## config.mk

```make
export PLATFORM = sky130hd
export DESIGN_NAME = bus_decoder_flat
export DESIGN_NICKNAME = d
export VERILOG_FILES = /design/src/rtl/bus_decoder_if.sv /design/src/rtl/bus_decoder.sv /design/src/flat_wrapper.sv
export SDC_FILE = /design/constraint.sdc
export NUM_CORES = 1
export LEC_CHECK = 0
export CAP_MARGIN = 20
export CORE_MARGIN = 1.5
export CORE_UTILIZATION = 34
export DETAILED_ROUTE_END_ITERATION = 6
export PLACE_DENSITY = 0.86
export SLEW_MARGIN = 20
export SYNTH_ARGS = -nofsm -noshare
export SYNTH_HDL_FRONTEND = slang
export SYNTH_HIERARCHICAL = 1
export SYNTH_SLANG_ARGS = --single-unit
export TNS_END_PERCENT = 50
```

## constraint.sdc

```tcl
create_clock -name i_clk -period 2 [get_ports i_clk]
set_input_delay 0.3 -clock i_clk [delete_from_list [all_inputs] [get_ports i_clk]]
set_output_delay 0.3 -clock i_clk [all_outputs]
set_load 0.02 [all_outputs]
```

## src/rtl/bus_decoder_if.sv

```systemverilog
// Master-side request/response bus plus the per-device fan-out of a bus_decoder.
// The decoder connects through the slave modport; the requester/devices use master.
interface bus_decoder_if #(
    parameter int N_DEV = 5,
    parameter int DW    = 32,
    parameter int AW    = 32
);
    logic                   i_req;
    logic [AW-1:0]          i_addr;
    logic [N_DEV-1:0]       o_sel;
    logic [N_DEV*DW-1:0]    i_dev_rdata;
    logic [N_DEV-1:0]       i_dev_ready;
    logic [DW-1:0]          o_rdata;
    logic                   o_ready;
    logic                   o_err;
    logic                   o_busy;

    modport slave (
        input  i_req, i_addr, i_dev_rdata, i_dev_ready,
        output o_sel, o_rdata, o_ready, o_err, o_busy
    );

    modport master (
        output i_req, i_addr, i_dev_rdata, i_dev_ready,
        input  o_sel, o_rdata, o_ready, o_err, o_busy
    );
endinterface

```

## src/rtl/bus_decoder.sv

```systemverilog
// Address-decoding single-outstanding bus bridge: routes one request to the device
// whose 4-bit ID matches the address top nibble, waits for its ready or a timeout.
module bus_decoder_slot #(
    parameter logic [3:0] ID = 4'h0
) (
    input  logic [3:0] id,
    output logic       hit
);
    assign hit = (id == ID);
endmodule

module bus_decoder #(
    parameter int                 N_DEV   = 5,
    parameter int                 DW      = 32,
    parameter int                 AW      = 32,
    parameter logic [4*N_DEV-1:0] DEV_IDS = {4'h8, 4'h6, 4'h5, 4'h4, 4'h0},
    parameter int                 TIMEOUT = 15
) (
    input  logic           i_clk,
    input  logic           i_rst_n,
    bus_decoder_if.slave   bus
);
    localparam int IW = (N_DEV > 1) ? $clog2(N_DEV) : 1;
    localparam int CW = (TIMEOUT > 0) ? $clog2(TIMEOUT + 1) : 1;
    localparam logic [CW-1:0] TO_VAL = CW'(TIMEOUT);

    localparam logic [1:0] S_IDLE = 2'd0;
    localparam logic [1:0] S_WAIT = 2'd1;
    localparam logic [1:0] S_RESP = 2'd2;
    localparam logic [1:0] S_ERR  = 2'd3;

    logic [1:0]       state;
    logic [IW-1:0]    target;
    logic [CW-1:0]    cnt;
    logic [DW-1:0]    rdata;

    logic [3:0]       req_id;
    logic [N_DEV-1:0] hit;
    logic             any_hit;
    logic [IW-1:0]    hit_idx;
    logic             tgt_ready;
    logic [DW-1:0]    tgt_data;
    logic [N_DEV-1:0] sel;

    assign req_id = bus.i_addr[AW-1:AW-4];

    for (genvar k = 0; k < N_DEV; k++) begin : g_slot
        bus_decoder_slot #(.ID(DEV_IDS[4*k +: 4])) u_slot (
            .id  (req_id),
            .hit (hit[k])
        );
    end

    // Walk downwards so the lowest matching slot wins when IDs are duplicated.
    always_comb begin
        hit_idx = '0;
        any_hit = |hit;
        for (int k = N_DEV - 1; k >= 0; k--) begin
            if (hit[k]) hit_idx = IW'(k);
        end
    end

    always_comb begin
        tgt_ready = 1'b0;
        tgt_data  = '0;
        sel       = '0;
        for (int k = 0; k < N_DEV; k++) begin
            if (target == IW'(k)) begin
                tgt_ready = bus.i_dev_ready[k];
                tgt_data  = bus.i_dev_rdata[DW*k +: DW];
                sel[k]    = (state == S_WAIT);
            end
        end
    end

    always_ff @(posedge i_clk or negedge i_rst_n) begin
        if (!i_rst_n) begin
            state  <= S_IDLE;
            target <= '0;
            cnt    <= '0;
            rdata  <= '0;
        end else begin
            case (state)
                S_IDLE: begin
                    if (bus.i_req) begin
                        if (any_hit) begin
                            target <= hit_idx;
                            cnt    <= '0;
                            state  <= S_WAIT;
                        end else begin
                            rdata <= '0;
                            state <= S_ERR;
                        end
                    end
                end
                S_WAIT: begin
                    // Ready is checked first so a same-cycle ready beats the timeout.
                    if (tgt_ready) begin
                        rdata <= tgt_data;
                        state <= S_RESP;
                    end else if (TIMEOUT > 0 && cnt == TO_VAL) begin
                        rdata <= '0;
                        state <= S_ERR;
                    end else if (cnt != '1) begin
                        cnt <= cnt + 1'b1;
                    end
                end
                S_RESP:  state <= S_IDLE;
                S_ERR:   state <= S_IDLE;
                default: state <= S_IDLE;
            endcase
        end
    end

    assign bus.o_sel   = sel;
    assign bus.o_rdata = rdata;
    assign bus.o_ready = (state == S_RESP) || (state == S_ERR);
    assign bus.o_err   = (state == S_ERR);
    assign bus.o_busy  = (state != S_IDLE);
endmodule
```

## src/flat_wrapper.sv

```systemverilog
// flat-port wrapper written by rule: the top's interface ports become plain ports
module bus_decoder_flat 
#(
    parameter int                 N_DEV   = 5,
    parameter int                 DW      = 32,
    parameter int                 AW      = 32,
    parameter logic [4*N_DEV-1:0] DEV_IDS = {4'h8, 4'h6, 4'h5, 4'h4, 4'h0},
    parameter int                 TIMEOUT = 15
)
  (i_clk, i_rst_n, bus_i_req, bus_i_addr, bus_i_dev_rdata, bus_i_dev_ready, bus_o_sel, bus_o_rdata, bus_o_ready, bus_o_err, bus_o_busy);
  bus_decoder_if #(.N_DEV(N_DEV), .DW(DW), .AW(AW)) bus_i ();
  input  logic i_clk;
  input  logic i_rst_n;
  input wire logic [$bits(bus_i.i_req)-1:0] bus_i_req;
  input wire logic [$bits(bus_i.i_addr)-1:0] bus_i_addr;
  input wire logic [$bits(bus_i.i_dev_rdata)-1:0] bus_i_dev_rdata;
  input wire logic [$bits(bus_i.i_dev_ready)-1:0] bus_i_dev_ready;
  output wire logic [$bits(bus_i.o_sel)-1:0] bus_o_sel;
  output wire logic [$bits(bus_i.o_rdata)-1:0] bus_o_rdata;
  output wire logic [$bits(bus_i.o_ready)-1:0] bus_o_ready;
  output wire logic [$bits(bus_i.o_err)-1:0] bus_o_err;
  output wire logic [$bits(bus_i.o_busy)-1:0] bus_o_busy;
  assign bus_i.i_req = bus_i_req;
  assign bus_i.i_addr = bus_i_addr;
  assign bus_i.i_dev_rdata = bus_i_dev_rdata;
  assign bus_i.i_dev_ready = bus_i_dev_ready;
  assign bus_o_sel = bus_i.o_sel;
  assign bus_o_rdata = bus_i.o_rdata;
  assign bus_o_ready = bus_i.o_ready;
  assign bus_o_err = bus_i.o_err;
  assign bus_o_busy = bus_i.o_busy;
  bus_decoder #(.N_DEV(N_DEV), .DW(DW), .AW(AW), .DEV_IDS(DEV_IDS), .TIMEOUT(TIMEOUT)) u_core (.i_clk(i_clk), .i_rst_n(i_rst_n), .bus(bus_i));
endmodule
```

# Yosys cells after proc, flatten, opt, wreduce, memory -nomap -nowiden
# Index checks and enable logic that the tools add are counted.
dict set report totals {
  word_cells 73
  register_bits 41
  inputBits 200
}
dict set report classes {
  n_addsub 1
  eq_ne 20
  reduce_logical 12
  mux 36
}
# operator n
set ops {}
lappend ops {{2-to-1 mux 32 bit} 9}
lappend ops {{one-hot mux 32 bit (2 select lines)} 1}
lappend ops {{2-to-1 mux 4 bit} 5}
lappend ops {{2-to-1 mux 3 bit} 5}
lappend ops {{== test 4 x 3 -> 1 bit (second input constant)} 3}
lappend ops {{2-to-1 mux 1 bit} 10}
lappend ops {{!= test 2 bit (second input constant)} 5}
lappend ops {{== test 4 bit (second input constant)} 2}
lappend ops {{2-to-1 mux 2 bit} 4}
lappend ops {{one-hot mux 4 bit (2 select lines)} 1}
lappend ops {{== test 3 x 2 -> 1 bit (second input constant)} 2}
lappend ops {{one-hot mux 2 bit (3 select lines)} 1}
lappend ops {{AND reduction 6 bit} 1}
lappend ops {{OR reduction 5 bit} 1}
lappend ops {{adder 4 x 1 -> 4 bit (second input constant)} 1}
lappend ops {{== test 2 bit (second input constant)} 2}
lappend ops {{zero test 4 bit} 1}
lappend ops {{!= test 4 bit (second input constant)} 1}
lappend ops {{AND reduction 4 bit} 1}
lappend ops {{nonzero test 2 bit} 2}
lappend ops {{== test 3 x 1 -> 1 bit (second input constant)} 1}
lappend ops {{== test 3 bit (second input constant)} 1}
lappend ops {{zero test 3 bit} 1}
lappend ops {{!= test 3 x 2 -> 1 bit (second input constant)} 1}
lappend ops {{other kinds (7)} 7}

# Logic depth before layout (Yosys ltp)
# Gate-level depths: netlist of the first run.
dict set report depth {
  word_depth 8
  mapped_depth 6
  mapped_depth_nobuf 5
}

# Hierarchy
# The synthesis of the first run kept the hierarchy.
# mod cells_each instances area_per_inst_um2
set by_module_without_submodules {}
lappend by_module_without_submodules {bus_decoder 283 1 3076.7}
lappend by_module_without_submodules {{bus_decoder_slot (u_core.g_slot[0].u_slot ...)} 1 3 12.5}
lappend by_module_without_submodules {{bus_decoder_slot (u_core.g_slot[1].u_slot ...)} 1 2 15.0}

# Worst setup path before layout of the first run
# OpenSTA, ideal clock, no wires.
dict set report synth_timing {
  kind {input-to-reg}
  start {input bus_i_addr[31]}
  end {register u_core.rdata[2], in the netlist u_core/bus.o_rdata[2]}
  required_time_ns 1.878
  setup_ns 0.122
  n_path_buf 1
  stages 6
  t_arrival_ns 1.686
  slack_ns 0.192
  path_cell_list {and4bb_2 or4_4 o41ai_4 o21ai_2 buf_6 o2bb2ai_2}
}
dict set report synth_via {
  elab_chain_cells 4
}
# element line_no
set synth_lines {}
lappend synth_lines {{start, declared} flat_wrapper.sv:15} ;# input wire logic [$bits(bus_i.i_addr)-1:0] bus_i_addr;
lappend synth_lines {{== test 4 bit (tied with other cells)} bus_decoder.sv:9} ;# assign hit = (id == ID);
lappend synth_lines {{OR reduction 5 bit *} bus_decoder.sv:57} ;# any_hit = |hit;
lappend synth_lines {{!= test 2 bit (no line) *} -}
lappend synth_lines {{AND reduction 4 bit (no line) *} -}
lappend synth_lines {{end signal, assigned} bus_decoder.sv:99} ;# rdata <= tgt_data;
lappend synth_lines {{end, declared} bus_decoder.sv:35} ;# logic [DW-1:0] rdata;
# Every way passes the cells marked *; elsewhere a longest branch is shown, timed or not.
# A chain may end at the register's enable or synchronous reset.

# Worst setup path in the final report of the first run
dict set report layout_timing {
  start {register u_core.state[1]}
  end {output bus_o_sel[1]}
}
dict set report layout_via {
  elab_chain_cells 2
}
# element line_no
set layout_lines {}
lappend layout_lines {{start, declared} bus_decoder.sv:32} ;# logic [1:0] state;
lappend layout_lines {{start signal, assigned} bus_decoder.sv:78} ;# state <= S_IDLE;
lappend layout_lines {{start signal, assigned} bus_decoder.sv:89} ;# state <= S_WAIT;
lappend layout_lines {{start signal, assigned} bus_decoder.sv:92} ;# state <= S_ERR;
lappend layout_lines {{== test 2 x 1 -> 1 bit} bus_decoder.sv:71} ;# sel[k] = (state == S_WAIT);
lappend layout_lines {{2-to-1 mux 1 bit} bus_decoder.sv:68} ;# if (target == IW'(k)) begin
lappend layout_lines {{end, declared} flat_wrapper.sv:18} ;# output wire logic [$bits(bus_i.o_sel)-1:0] bus_o_sel;
# No other way between the ends.

==> flow_summary.json, run 1 <==
{
  "syn_to_final_growth_pct": 82.0,
  "cp-end-kind": "output port",
  "stdcell_count": 627,
  "drv_cap": 0,
  "cts_sinks": 41,
  "wl_per_cell_um": 18.4,
  "initial_core_util_pct": 35.5,
  "ys_top_cells_by_area": "dfrtp_1, mux2i_1, o2bb2ai_2, o22ai_1, a21oi_1",
  "regArea_sq_um": 1030,
  "die_w_um": 99.2,
  "hold_viol": 0,
  "synth.net_count": 489,
  "cp.depth": 3,
  "cts_max_path_buffers": 2,
  "synth_mux_area_share_pct": 23.0,
  "clk_latency_ns": 0.30,
  "tritoncts": "built",
  "ir_drop_mv": 0.807,
  "cpLargestDelayFamily": "simple AND/OR/NAND/NOR gates",
  "setup.worst_path.start": "u_core/state[1]",
  "core_area_sq_um": 8850,
  "start_kind": "flip-flop",
  "drt-pass1-iter-count": 4,
  "track_usage_pct": 22.9,
  "cp.arrival_ns": 1.66,
  "clk_root_buffer_cell": "clkbuf_8",
  "hpwl_mm": 9.04,
  "fp.dieH_um": 99.2,
  "synth_fa_ha_area_share_pct": 0.398,
  "r2r-end": "u_core/bus.o_rdata[19]",
  "ys_seq_area_share_pct": 32.6,
  "synth_top_family_by_area": "compound AO/OA/AOI/OAI gates",
  "antenna_found_initial": 0,
  "finalSetupViolCount": 0,
  "antenna_left": 0,
  "rsz0062_at_grt": "false",
  "synth.most_common_cell": "mux2i_1",
  "ys_warn_count": 6,
  "place.gp.congestion": 0.820,
  "drive_above_1_share_pct": 18.7,
  "numCtsBuffers": 5,
  "grt_overflow": 0,
  "synth-compound-area-share_pct": 29.5,
  "die_area_sq_um": 9830,
  "regToRegStartpoint": "u_core/target[2]",
  "drc": 0,
  "critPathSlowestCell": "dfrtp_1",
  "tightestPinTransition_ns": 0.400,
  "synth_commonest_cells": "mux2i_1, dfrtp_1, a21oi_1, o22ai_1, o2bb2ai_2",
  "leakage_nw": 2.21,
  "synth_top_area_share_pct": 32.6,
  "ioPinCount": 240,
  "ctsHtreeMaxLevel": 2,
  "synth_xor_area_share_pct": 0,
  "final_max_slew_viol_count": 0,
  "antenna_cells": 0,
  "placed_area_sq_um": 5510,
  "dp_cells": 613,
  "min_period_ns": 1.96,
  "first_iter_violations": 68,
  "crit_type": "reg2out",
  "synth_largest_area_cell": "dfrtp_1",
  "port_buffers": 211,
  "cpPeakStageDelay_ns": 0.40,
  "slew_headroom_pct": 73.3,
  "place_ws_ns": -0.468,
  "vias": 3365,
  "worst_slack_ns": 0.0362,
  "crit_path_cell_trace": "or2b_2, nor3_1, dlygate4sd2_1",
  "required_ns": 1.70,
  "grt_pass1_vias": 3634,
  "finalClockSkew_ns": 0.0123,
  "ys_async_sr_fraction_pct": 100,
  "hold_path_class": "in2async",
  "fill_cells": 729,
  "crit_buf_inv": 1,
  "clock.fmax_mhz": 509,
  "fp-row-count": 34,
  "status": "finished clean",
  "avgSynthCellArea_sq_um": 10.9,
  "synth-seq-cells": 41,
  "yosysUniqueCellTypes": 38,
  "synth_cells": 288,
  "fin_crit_sh_pct": 98.2,
  "viasPerCell": 5.37,
  "synth-edff-count": 0,
  "power_density_nw_per_um2": 1230,
  "multiInputGateArea_sq_um": 1920,
  "grt_max_degree": 26,
  "netlist_area_sq_um": 3140,
  "final_nets": 719,
  "totalWireLength_mm": 11.6,
  "grt_pass1_wl_mm": 17.8,
  "endpoint": "bus_o_sel[1]",
  "synth_ff_type": "dfrtp_1",
  "clk_pin_slew_ns": 0.09,
  "r2r_setup_slack_ns": 0.10,
  "crit_path_max_fanout": 5,
  "synth-simple-area-share_pct": 7.88,
  "utilization_pct": 64.7,
  "ff2ff_path_depth": 7,
  "design_area_sq_um": 5720
}
what timing repair did:
action | CTS | global route
resized for setup | 13 | 11
hold buffers | 1 | 0
pin swaps | 0 | 3
endpoints found under the hold margin | 16 | 0
gates cloned | 2 | 0
endpoints found under the setup margin | 43 | 19
buffers inserted | 1 | 2
layout make-up:
| cell class | instances | area share [%] |
|---|---|---|
| Timing Repair Buffer | 249 | 43.3 |
| Multi-Input combinational cell | 215 | 33.6 |
| Sequential cell | 41 | 18.0 |
| Tap cell | 108 | 2.36 |
| Clock buffer | 5 | 1.20 |
| Clock inverter | 3 | 1.20 |
| Inverter | 6 | 0.394 |
sequential cells by signal (all words and copies together), names as in the netlist:
signal	flops
u_core/state	2
u_core/bus.o_rdata	32
u_core/target	3
u_core/cnt	4
logic make-up after synthesis:
family,count (synthesis)
AOI/OAI and AO/OA,106
adders and majority gates,1
buffers and inverters,32
DFF,41
muxes,71
and+or+nand+nor,37
worst min path at each step:
stage	from	to	cells past startpoint
global route	i_rst_n	u_core/state[0]	2
floorplan	i_rst_n	u_core/bus.o_rdata[0]	0
detailed placement	i_rst_n	u_core/state[0]	1
CTS	i_rst_n	u_core/state[0]	2
finish	i_rst_n	u_core/state[0]	2
global placement	i_rst_n	u_core/state[0]	1
per-layer routing:
layer	vias up	track usage, %	routed length (um)
met5	-	0	0
met4	0	7.04	294
met3	24	5.20	931
met2	171	43.6	5820
met1	1591	25.2	4510
li1	1579	-	-
power breakdown:
group	internal [mW]	total, mW	switching (mW)
logic	2.37	4.81	2.44
clock network	0.503	0.815	0.313
registers	1.15	1.42	0.274
total	4.02	7.05	3.03
cells in the final DEF (no fill, tap or decap), types with 2 or more instances in the layout:
master	synthesis	layout
buf_12	0	4
buf_2	9	2
buf_6	8	3
nor4b_2	2	2
clkdlybuf4s50_1	0	200
mux2i_1	69	69
o31ai_1	2	2
nand2_1	7	7
clkbuf_2	0	3
o2bb2ai_1	3	3
clkbuf_8	1	5
o22ai_1	32	32
nor3_1	7	7
nor2_1	5	4
buf_4	1	28
nand3_1	2	2
dfrtp_2	0	2
dfrtp_1	41	39
dlygate4sd2_1	0	5
nand2b_1	2	2
and4bb_2	2	2
bufinv_16	0	2
a21oi_1	35	35
o2bb2ai_2	29	29
inv_1	6	6
metrics by stage:
| stage | total power, mW | hold WS [ns] | setup TNS (ns) |
|---|---|---|---|
| floorplan | 4.31 | 0.00441 | 0 |
| global placement | 5.88 | 0.230 | -14.43 |
| detailed placement | 6.03 | 0.247 | -16.66 |
| CTS | 7.06 | 0.461 | 0 |
| global route | 7.43 | 0.504 | 0 |
| finish | 7.05 | 0.464 | 0 |
Note: power is estimated with default switching activity, not from simulation.
==> run 2: changes to the inputs <==
--- a/config.mk
+++ b/config.mk
@@ -9,6 +9,8 @@
 export CORE_MARGIN = 1.5
 export CORE_UTILIZATION = 34
 export DETAILED_ROUTE_END_ITERATION = 6
+export GPL_TIMING_DRIVEN = 0
+export MAX_ROUTING_LAYER = met4
 export PLACE_DENSITY = 0.86
 export SLEW_MARGIN = 20
 export SYNTH_ARGS = -nofsm -noshare
==> flow_summary.json, run 2 (synthesized netlist as in run 1, its figures left out) <==
{
  "status": "finished clean",
  "clk_root_buffer_cell": "clkbuf_8",
  "viasPerCell": 5.39,
  "combPwrFrac_pct": 69.5,
  "r2r-end": "u_core/bus.o_rdata[8]",
  "ioPinCount": 240,
  "drt-pass1-iter-count": 4,
  "syn_to_final_growth_pct": 79.3,
  "regToRegStartpoint": "u_core/target[1]",
  "start_kind": "flip-flop",
  "cp-end-kind": "output port",
  "drive_above_1_share_pct": 17.4,
  "place_ws_ns": -0.622,
  "tns_ns": 0,
  "place.gp.congestion": 0.821,
  "cts_sinks": 41,
  "die_area_sq_um": 9830,
  "totalWireLength_mm": 11.7,
  "finalClockSkew_ns": 0.00880,
  "tightestPinTransition_ns": 0.613,
  "hold_viol": 0,
  "clk_latency_ns": 0.30,
  "clk_pin_slew_ns": 0.09,
  "final_nets": 712,
  "wl_per_cell_um": 18.8,
  "required_ns": 1.70,
  "ctsHtreeMaxLevel": 2,
  "mostFrequentLayoutCell": "clkdlybuf4s50_1",
  "vias": 3344,
  "ir_drop_mv": 0.658,
  "r2r_setup_slack_ns": 0.08,
  "swShare_pct": 43.5,
  "final_max_slew_viol_count": 0,
  "leakage_nw": 2.15,
  "crit_type": "reg2out",
  "core_area_sq_um": 8850,
  "power_density_nw_per_um2": 1250,
  "hpwl_mm": 9.13,
  "seqPwrFrac_pct": 20.5,
  "drv_cap": 0,
  "min_period_ns": 1.93,
  "fin_crit_sh_pct": 96.5,
  "largest_reg_flops": 32,
  "critPathSlowestCell": "dfrtp_1",
  "grt_overflow": 0,
  "antenna_left": 0,
  "cpPeakStageDelay_ns": 0.43,
  "fp-row-count": 34,
  "drc": 0,
  "antenna_found_initial": 0,
  "hold_path_class": "in2async",
  "fp.dieH_um": 99.2,
  "fin_hold_ws_ns": 0.453,
  "cp.arrival_ns": 1.63,
  "antenna_cells": 0,
  "grt_pass1_wl_mm": 18.8,
  "clock.fmax_mhz": 518,
  "final_cell_mix": "clkdlybuf4s50_1, mux2i_1, dfrtp_1",
  "power_switching_mw": 3.06,
  "grt_max_degree": 27,
  "rsz0062_at_grt": "false",
  "ff2ff_path_depth": 7,
  "first_iter_violations": 56,
  "p_int_mw": 3.97,
  "p_clk_share_pct": 10.1,
  "track_usage_pct": 24.7,
  "slew_headroom_pct": 59.0,
  "cts_max_path_buffers": 2,
  "initial_core_util_pct": 35.5,
  "crit_path_cell_trace": "or2_1, clkbuf_8, nor2_1, clkdlybuf4s15_1",
  "numCtsBuffers": 5,
  "tritoncts": "built",
  "utilization_pct": 63.7,
  "die_w_um": 99.2,
  "crit_path_max_fanout": 17,
  "worst_slack_ns": 0.0695,
  "grt_pass1_vias": 3747,
  "finalSetupViolCount": 0,
  "port_buffers": 211
}
==> run 2: cell count changes in the layout (fill, tap and decap cells not counted), sizes merged <==
| cell | previous run | this run |
|---|---|---|
| buf | 38 | 32 |
| clkbuf | 8 | 13 |
| dlygate4sd2 | 5 | 0 |
| bufinv | 2 | 1 |
| clkdlybuf4s50 | 200 | 201 |
| inv | 7 | 6 |
==> run 2: layer usage <==
layer | vias up | GRT usage (%) | part of all wire (%)
li1 | 1559 | - | -
met3 | 23 | 4.71 | 7.5
met4 | 0 | 6.93 | 2.2
met1 | 1597 | 28.2 | 40
met5 | - | - | 0
met2 | 165 | 44.2 | 51
==> run 2: stage by stage <==
step | cell area [sq um] | power (mW) | instances
finish | 5640 | 7.03 | 620
CTS | 5650 | 7.06 | 620
detailed placement | 5410 | 5.96 | 608
global placement | 5390 | 5.84 | 607
floorplan | 3140 | 4.31 | 288
global route | 5640 | 7.43 | 620
==> run 2: power groups by stage <==
stage                     Sequential, mW  Combinational, mW  Clock [mW]
after floorplan                     1.67               2.64           0
after global placement              1.41               4.43           0
after detailed placement            1.43               4.53           0
after CTS                           1.43               4.91       0.718
final                               1.44               4.89       0.707
after global routing                1.49               5.19       0.746
==> run 2: worst max-delay path: cells and delay by family (launching register included) <==
family                 cells  cell delay [ns]
buffers and inverters      2             0.52
DFF                        1             0.43
and+or+nand+nor            2             0.38
==> run 2: worst max path at each step <==
stage | startpoint | end | depth (start not counted)
2_1_floorplan | bus_i_addr[31] | u_core/bus.o_rdata[2] | 6
3_3_place_gp | bus_i_addr[29] | u_core/bus.o_rdata[2] | 7
3_5_place_dp | bus_i_addr[29] | u_core/bus.o_rdata[30] | 7
4_1_cts | u_core/target[0] | bus_o_sel[3] | 5
5_1_grt | u_core/target[1] | bus_o_sel[4] | 4
6_report | u_core/target[1] | bus_o_sel[4] | 4
==> run 2: final cells by class <==
type / count / area (sq um)
Buffer: 24 / 211
Clock buffer: 7 / 86.3
Clock inverter: 1 / 30.0
Fill cell: 760 / 3210
Inverter: 6 / 22.5
Multi-Input combinational cell: 215 / 1920
Sequential cell: 41 / 1030
Tap cell: 108 / 135
Timing Repair Buffer: 218 / 2200
==> run 2: what timing repair did <==
action | CTS | global route
setup buffers | 3 | 0
cloned | 2 | 0
setup endpoints to repair | 43 | 36
resized for setup | 43 | 13
hold buffers | 1 | 0
pin swaps | 1 | 2
hold endpoints to repair | 15 | 0
